[src/rtl/regfile_write_arbiter.sv]
// Round-robin arbiter for the single register-file write port: grants one
// writeback requester per cycle and registers a one-hot write enable plus data.
module regfile_write_arbiter #(
  parameter int NREQ       = 3,
  parameter int DATA_WIDTH = 32,
  parameter int ADDR_WIDTH = 4,
  localparam int IDW       = (NREQ > 1) ? $clog2(NREQ) : 1,
  localparam int NREG      = 2 ** ADDR_WIDTH
) (
  input  logic                       clk_i,
  input  logic                       reset_i,
  input  logic                       hold_i,
  input  logic [NREQ-1:0]            req_valid_i,
  input  logic [NREQ*ADDR_WIDTH-1:0] req_addr_i,
  input  logic [NREQ*DATA_WIDTH-1:0] req_data_i,
  output logic [NREQ-1:0]            req_ready_o,
  output logic [NREG-1:0]            wr_enable_o,
  output logic [DATA_WIDTH-1:0]      wr_data_o,
  output logic [IDW-1:0]             wr_grant_id_o,
  output logic                       wr_active_o
);

  logic [ADDR_WIDTH-1:0] addr_arr [NREQ];
  logic [DATA_WIDTH-1:0] data_arr [NREQ];

  for (genvar i = 0; i < NREQ; i++) begin : g_unpack
    assign addr_arr[i] = req_addr_i[i*ADDR_WIDTH +: ADDR_WIDTH];
    assign data_arr[i] = req_data_i[i*DATA_WIDTH +: DATA_WIDTH];
  end

  logic [IDW-1:0]        ptr_q, ptr_d;
  logic [NREG-1:0]       wr_en_q, wr_en_d;
  logic [DATA_WIDTH-1:0] wr_data_q, wr_data_d;
  logic [IDW-1:0]        wr_id_q, wr_id_d;
  logic                  wr_act_q, wr_act_d;

  logic                  found;
  logic [IDW-1:0]        gnt_idx;
  logic [IDW:0]          cand;

  // Scan from the pointer upward, wrapping modulo NREQ; first valid wins.
  always_comb begin
    found   = 1'b0;
    gnt_idx = '0;
    cand    = '0;
    if (!hold_i && !reset_i) begin
      for (int k = 0; k < NREQ; k++) begin
        cand = {1'b0, ptr_q} + (IDW+1)'(k);
        if (cand >= (IDW+1)'(NREQ)) cand = cand - (IDW+1)'(NREQ);
        if (!found && req_valid_i[cand[IDW-1:0]]) begin
          found   = 1'b1;
          gnt_idx = cand[IDW-1:0];
        end
      end
    end
  end

  always_comb begin
    req_ready_o = '0;
    ptr_d       = ptr_q;
    wr_en_d     = '0;
    wr_act_d    = 1'b0;
    wr_data_d   = wr_data_q;
    wr_id_d     = wr_id_q;
    if (found) begin
      req_ready_o = NREQ'(1) << gnt_idx;
      ptr_d       = (gnt_idx == IDW'(NREQ-1)) ? '0 : gnt_idx + 1'b1;
      wr_en_d     = NREG'(1) << addr_arr[gnt_idx];
      wr_act_d    = 1'b1;
      wr_data_d   = data_arr[gnt_idx];
      wr_id_d     = gnt_idx;
    end
  end

  always_ff @(posedge clk_i) begin
    if (reset_i) begin
      ptr_q     <= '0;
      wr_en_q   <= '0;
      wr_data_q <= '0;
      wr_id_q   <= '0;
      wr_act_q  <= 1'b0;
    end else begin
      ptr_q     <= ptr_d;
      wr_en_q   <= wr_en_d;
      wr_data_q <= wr_data_d;
      wr_id_q   <= wr_id_d;
      wr_act_q  <= wr_act_d;
    end
  end

  assign wr_enable_o   = wr_en_q;
  assign wr_data_o     = wr_data_q;
  assign wr_grant_id_o = wr_id_q;
  assign wr_active_o   = wr_act_q;

endmodule

[config.mk]
export PLATFORM = sky130hd
export DESIGN_NAME = regfile_write_arbiter
export DESIGN_NICKNAME = d
export VERILOG_FILES = /design/src/rtl/regfile_write_arbiter.sv
export SDC_FILE = /design/constraint.sdc
export NUM_CORES = 1
export LEC_CHECK = 0
export CELL_PAD_IN_SITES_DETAIL_PLACEMENT = 1
export CELL_PAD_IN_SITES_GLOBAL_PLACEMENT = 1
export CORE_ASPECT_RATIO = 1.2
export CORE_UTILIZATION = 22
export DETAILED_ROUTE_END_ITERATION = 12
export PLACE_DENSITY_LB_ADDON = 0.1
export SETUP_SLACK_MARGIN = 0.3
export SLEW_MARGIN = 20
export SYNTH_ARGS = -nofsm -noshare
export SYNTH_HDL_FRONTEND = slang
export SYNTH_SLANG_ARGS = --single-unit
[constraint.sdc]
create_clock -name clk_i -period 2.6 [get_ports clk_i]
set_input_delay 0.52 -clock clk_i [delete_from_list [all_inputs] [get_ports clk_i]]
set_output_delay 0.52 -clock clk_i [all_outputs]
set_load 0.005 [all_outputs]
==> qor.csv, run 1 <==
metric,value,unit
grt_max_degree,36,
port-buffer-count,167,
routedWlPerCell,19.4,um
power.density,479,nW/um^2
r2r-start,ptr_q[0],
synthToLayoutAreaGrowth,124,%
synth_edf_count,0,
overflow,0,
synth_seq_area_share,41.7,%
syn_nets,400,
crit_type,flop to output pin,
grt_usage,19.6,%
numCtsBuffers,5,
internal_power,1.86,mW
yosys-top-cells-count,"53 x dfxtp_1, 38 x a21oi_1, 36 x nand3_1",
synth_top_area_share,41.7,%
fillers,1234,
core,11100,sq um
drc,0,
post-route-period-util,98.9,%
synth_area_per_cell,9.03,sq um
root_buffer,clkbuf_16,
rrSetupSlack,0.06,ns
viasPerCell,5.01,
cp.required,2.08,ns
grt_first_pass_wirelength,18.1,mm
die_h,120,um
critPathMaxFanout,6,
post_dp_cell_area,4650,sq um
rsz0062_at_grt,true,
drv_slew,0,
crit_arrival,2.05,ns
yosysMostFrequentCell,dfxtp_1,
power_frac_clock,26.1,%
ctsLongestPathBuffers,2,
p_comb_share,40.3,%
drive_gt1_share,34.8,%
max_freq,0.389,GHz
ys_types,47,
yosysWarnings,0,
h-tree-depth,2,
worstSetupEndpointType,output pin,
ir_worst_vdd,0.311,mV
die_area,12000,sq um
drt-total-wl,12.5,mm
rows,42,
antenna_found_initial,0,
drtPass1Iterations,4,
die_w,100,um
top_usage_layer,met2,
first_global_vias,3437,
skew,0.00586,ns
worst_slew_pin_slew,0.612,ns
relSlewSlack,59.2,%
reg2reg_depth,13,
seq_power_share,33.6,%
place_congestion,0.830,
min_path_cells,1,
start_kind,flop,
hpwl,8.05,mm
min_to,wr_grant_id_o[0],
num_vias,3244,
status,"finished, final reports clean",
setup_viol,0,
synth_area_leader_cell,dfxtp_1,
initial_utilization,22.9,%
fin_nets,611,
synth_top_flop_cell,dfxtp_1,
switching_share,31.7,%
gr-usage-met1,23.0,%
cts_tree,done,
async_flop_share,0,%
syn_area,2550,sq um
worstReg2RegEnd,wr_data_o[14],
fin_area,5700,sq um
setup_ws,0.0279,ns
power.leakage,1.99,nW
ioPinCount,168,
clkLatencyLatePin,0.30,ns
ys_ff_latch,53,
cts.clk_slew.worst_paths,0.08,ns
use_met3,5.59,%
min_period,2.57,ns
use_met2,34.2,%
cts.sinks,53,
maxCapViolCount,0,
hp-start,wr_grant_id_o[0],
synthCells,282,
hold_viol_final,0,
ant_nets,0,
ys_top_cells_by_area,"dfxtp_1 42%, a222oi_1 11%, a21oi_1 7.5%",
dp_slack,-0.531,ns
antennaDiodeCount,0,
p_sw,0.866,mW
hp-class,flop to flop,
drt_iter0_markers,200,
routing by layer:
metal  vias to the layer above  wire length, um  part of all wire (%)
met5                         -                0                     0
met4                         0              233                   1.9
met3                        14              865                   6.9
met2                       125             6500                    52
met1                      1566             4940                    39
li1                       1539                -                     -
kinds of logic after synthesis:
family,synth area share [%]
muxes,1.18
and+or+nand+nor,17.8
adders and majority gates,1.97
buffers and inverters,5.75
DFF,41.7
AOI/OAI and AO/OA,31.6
metrics by stage:
step           hold slack, ns  cells  total power [mW]   TNS [ns]  utilization [%]
2_1_floorplan           0.451    282              1.25          0                -
3_3_place_gp            0.438    612              1.73     -15.21             41.7
3_5_place_dp            0.447    612              1.73     -16.61             41.7
4_1_cts                 0.471    632              2.58  -0.000530             46.1
5_1_grt                 0.505    648              2.87     -0.516             51.2
6_report                0.468    648              2.73          0             51.2
sequential cells by signal (all words and copies together), names as in the netlist:
| register | cells |
|---|---|
| wr_enable_o | 16 |
| wr_grant_id_o | 2 |
| wr_active_o | 1 |
| wr_data_o | 32 |
| ptr_q | 2 |
power by group through the flow:
stage	registers, mW	logic, mW	clock network (mW)
2_1_floorplan	0.938	0.315	0
3_3_place_gp	0.933	0.794	0
3_5_place_dp	0.935	0.800	0
4_1_cts	0.918	0.919	0.740
5_1_grt	0.926	1.17	0.772
6_report	0.917	1.10	0.712
cell usage in the layout, fill, tap and decap left out, types with 2 or more instances in the layout:
master,n
a211o_1,5
a21o_1,2
a21oi_1,12
a21oi_2,26
a222oi_1,28
a22oi_1,4
and3_1,2
buf_12,2
buf_16,2
buf_4,44
buf_6,14
clkbuf_16,7
clkdlybuf4s50_1,161
dfxtp_1,51
dfxtp_4,2
dlygate4sd2_1,3
ha_4,4
inv_1,6
inv_4,4
mux2i_1,3
nand2_1,6
nand2b_1,6
nand3_1,11
nand3_2,15
nand3_4,10
nor2_1,2
nor3_1,3
nor3_2,5
nor3_4,3
nor4_2,5
nor4_4,4
o21ai_0,3
o31ai_1,3
or3_4,3
layout make-up:
type,instances,area [sq um],share of cell area [%]
Clock buffer,5,125,2.20
Clock inverter,3,25.0,0.439
Inverter,9,41.3,0.724
Multi-Input combinational cell,194,1960,34.3
Sequential cell,53,1070,18.7
Tap cell,154,193,3.38
Timing Repair Buffer,230,2290,40.2
worst max-delay path by stage:
stage                               from             end  slack (ns)
after floorplan                 ptr_q[0]  req_ready_o[0]        0.30
after global placement    req_valid_i[2]  req_ready_o[0]       -0.52
after detailed placement  req_valid_i[2]  req_ready_o[0]       -0.53
after CTS                       ptr_q[1]  req_ready_o[0]     -0.0005
final                           ptr_q[0]  req_ready_o[0]        0.03
after global routing            ptr_q[0]  req_ready_o[0]       -0.07
repair_timing:
action / 4_1_cts / 5_1_grt
pin swaps: 14 / 43
setup endpoints to repair: 56 / 56
gates resized for setup: 64 / 78
hold buffers: 0 / 0
buffers inserted: 10 / 14
gates cloned: 2 / 2
endpoints found under the hold margin: 0 / 0
critical path, cell delays in order, from the launching register on:
cell and delay (ns):
dfxtp_4 0.39, inv_4 0.05, ha_4 0.30, mux2i_1 0.07, or2_1 0.22, a41o_4 0.28
and2_4 0.18, nor3_4 0.10, buf_2 0.15
No activity file was read; power rests on OpenSTA's default activity.
==> run 2, diff against run 1 <==
--- a/config.mk
+++ b/config.mk
@@ -8,9 +8,10 @@
 export CELL_PAD_IN_SITES_DETAIL_PLACEMENT = 1
 export CELL_PAD_IN_SITES_GLOBAL_PLACEMENT = 1
 export CORE_ASPECT_RATIO = 1.2
-export CORE_UTILIZATION = 22
+export CORE_UTILIZATION = 23
+export CTS_BUF_LIST = sky130_fd_sc_hd__clkbuf_8
 export DETAILED_ROUTE_END_ITERATION = 12
-export PLACE_DENSITY_LB_ADDON = 0.1
+export PLACE_DENSITY_LB_ADDON = 0.3
 export SETUP_SLACK_MARGIN = 0.3
 export SLEW_MARGIN = 20
 export SYNTH_ARGS = -nofsm -noshare
==> qor.csv, run 2 (synthesized netlist as in run 1, its figures left out) <==
metric,value,unit,change
max_freq,0.373,GHz,-4.0%
post-route-period-util,103,%,+4.1 points
largest_register_ffs,32,,unchanged
die_area,11500,sq um,-4.3%
post_dp_cell_area,4610,sq um,-0.78%
power.density,466,nW/um^2,-2.7%
cts.sinks,53,,unchanged
clkLatencyLatePin,0.33,ns,+0.03 ns
critical_path.endpoint,req_ready_o[0],,
rows,41,,-2.4%
hpwl,8.42,mm,+4.6%
num_vias,3414,,+5.2%
seq_area,1070,sq um,unchanged
critPathMaxFanout,4,,-2
antennaDiodeCount,0,,unchanged
antenna_found_initial,0,,unchanged
mostFrequentLayoutCells,"161 x clkdlybuf4s50_1, 51 x dfxtp_1, 37 x buf_4",,
cp_slowest_stage_delay,0.41,ns,+0.02 ns
drc,7,,+7
rsz0062_at_grt,true,,
setup_viol,5,,+5
port-buffer-count,167,,unchanged
path_cells,inv_4 > ha_4 > a22o_1 > a211o_1 > a41o_4 > and2_4 > buf_6 > nor3_4 > buf_2,,
path_depth,9,,+1
grt_max_degree,36,,unchanged
overflow,0,,unchanged
cp.required,2.08,ns,about the same
fin_area,5610,sq um,-1.6%
cts.clk_slew.worst_paths,0.11,ns,+0.03 ns
synthToLayoutAreaGrowth,120,%,
worstReg2RegEnd,wr_data_o[24],,
fillers,1145,,-7.2%
viasPerCell,5.37,,+7.2%
ctsLongestPathBuffers,2,,unchanged
die_h,117,um,-2.2%
numCtsBuffers,5,,unchanged
h-tree-depth,2,,unchanged
drt-total-wl,13.3,mm,+5.8%
status,"finished, violations left",,
critPathLaunch,ptr_q[1],,
crit_type,flop to output pin,,
rrSetupSlack,-0.02,ns,-0.08 ns
routedWlPerCell,20.9,um,+7.8%
maxCapViolCount,0,,unchanged
drtPass1Iterations,10,,+6
power.leakage,2.07,nW,+3.9%
failed_checks,"design-rule violations, negative setup slack",,
grt_first_pass_wirelength,19.7,mm,+8.4%
final_util,52.8,%,+1.6 points
skew,0.0116,ns,+0.00570 ns
drv_slew,0,,unchanged
cts_tree,done,,
initial_utilization,24.0,%,+1.1 points
worst_slew_pin_slew,0.515,ns,-0.0965 ns
first_global_vias,3700,,+7.7%
min_period,2.68,ns,+0.106 ns
cpMaxStageDelayCell,dfxtp_4,,
r2r-start,ptr_q[1],,
die_w,98.1,um,-2.2%
root_buffer,clkbuf_8,,
ant_nets,0,,unchanged
place_congestion,0.857,,+3.2%
worstSetupEndpointType,output pin,,
tns,-0.182,ns,-0.182 ns
drt_iter0_markers,305,,+53%
setup_ws,-0.0779,ns,-0.106 ns
path_buf_inv,3,,+1
grt_usage,22.4,%,+2.8 points
multi_input_area,1720,sq um,-12%
crit_arrival,2.16,ns,+0.11 ns
ioPinCount,168,,unchanged
final_common_cell,clkdlybuf4s50_1,,
hold_viol_final,0,,unchanged
start_kind,flop,,
crit_family,compound AO/OA/AOI/OAI gates,,
core,10600,sq um,-4.7%
fin_nets,624,,+2.1%
reg2reg_depth,12,,-1
drive_gt1_share,28.8,%,-6.0 points
ir_worst_vdd,0.262,mV,-16%
hp-class,flop to flop,,
relSlewSlack,65.3,%,+6.1 points
## run 2: worst min-delay path by stage
stage,start,endpoint,slack (ns),depth (start not counted)
final,wr_grant_id_o[1],wr_grant_id_o[1],0.49,1
after global routing,wr_grant_id_o[1],wr_grant_id_o[1],0.52,1
after CTS,wr_grant_id_o[1],wr_grant_id_o[1],0.48,1
after detailed placement,wr_grant_id_o[1],wr_grant_id_o[1],0.45,1
after global placement,wr_grant_id_o[1],wr_grant_id_o[1],0.44,1
after floorplan,wr_grant_id_o[1],wr_grant_id_o[1],0.45,1
## run 2: where the power goes
group,internal [mW],switching [mW]
sequential,0.880,0.0406
combinational,0.635,0.463
clock,0.286,0.307
## run 2: area by class of cell
type,count,area share [%]
Inverter,9,0.692
Clock buffer,5,1.23
Multi-Input combinational cell,194,30.6
Tap cell,129,2.88
Sequential cell,53,19.1
Timing Repair Buffer,243,44.8
Clock inverter,3,0.759
## run 2: per-layer routing
layer	share of wire, %	track usage [%]
met5	0	0
met2	53	42.5
met3	7.5	6.83
met4	2.0	8.99
met1	37	23.0
## run 2: stage by stage
stage / setup slack, ns / total power, mW / hold WS, ns / cells
after floorplan: 0.298 / 1.25 / 0.451 / 282
after global placement: -0.448 / 1.72 / 0.438 / 588
after detailed placement: -0.501 / 1.74 / 0.455 / 588
after CTS: -0.103 / 2.57 / 0.483 / 630
after global routing: -0.159 / 2.72 / 0.525 / 636
final: -0.0779 / 2.61 / 0.489 / 636
## run 2: timing repair
item	4_1_cts	5_1_grt
buffers inserted	29	6
endpoints found under the setup margin	55	56
resized for setup	106	17
hold buffers	0	0
pin swaps	85	19
gates cloned	5	0
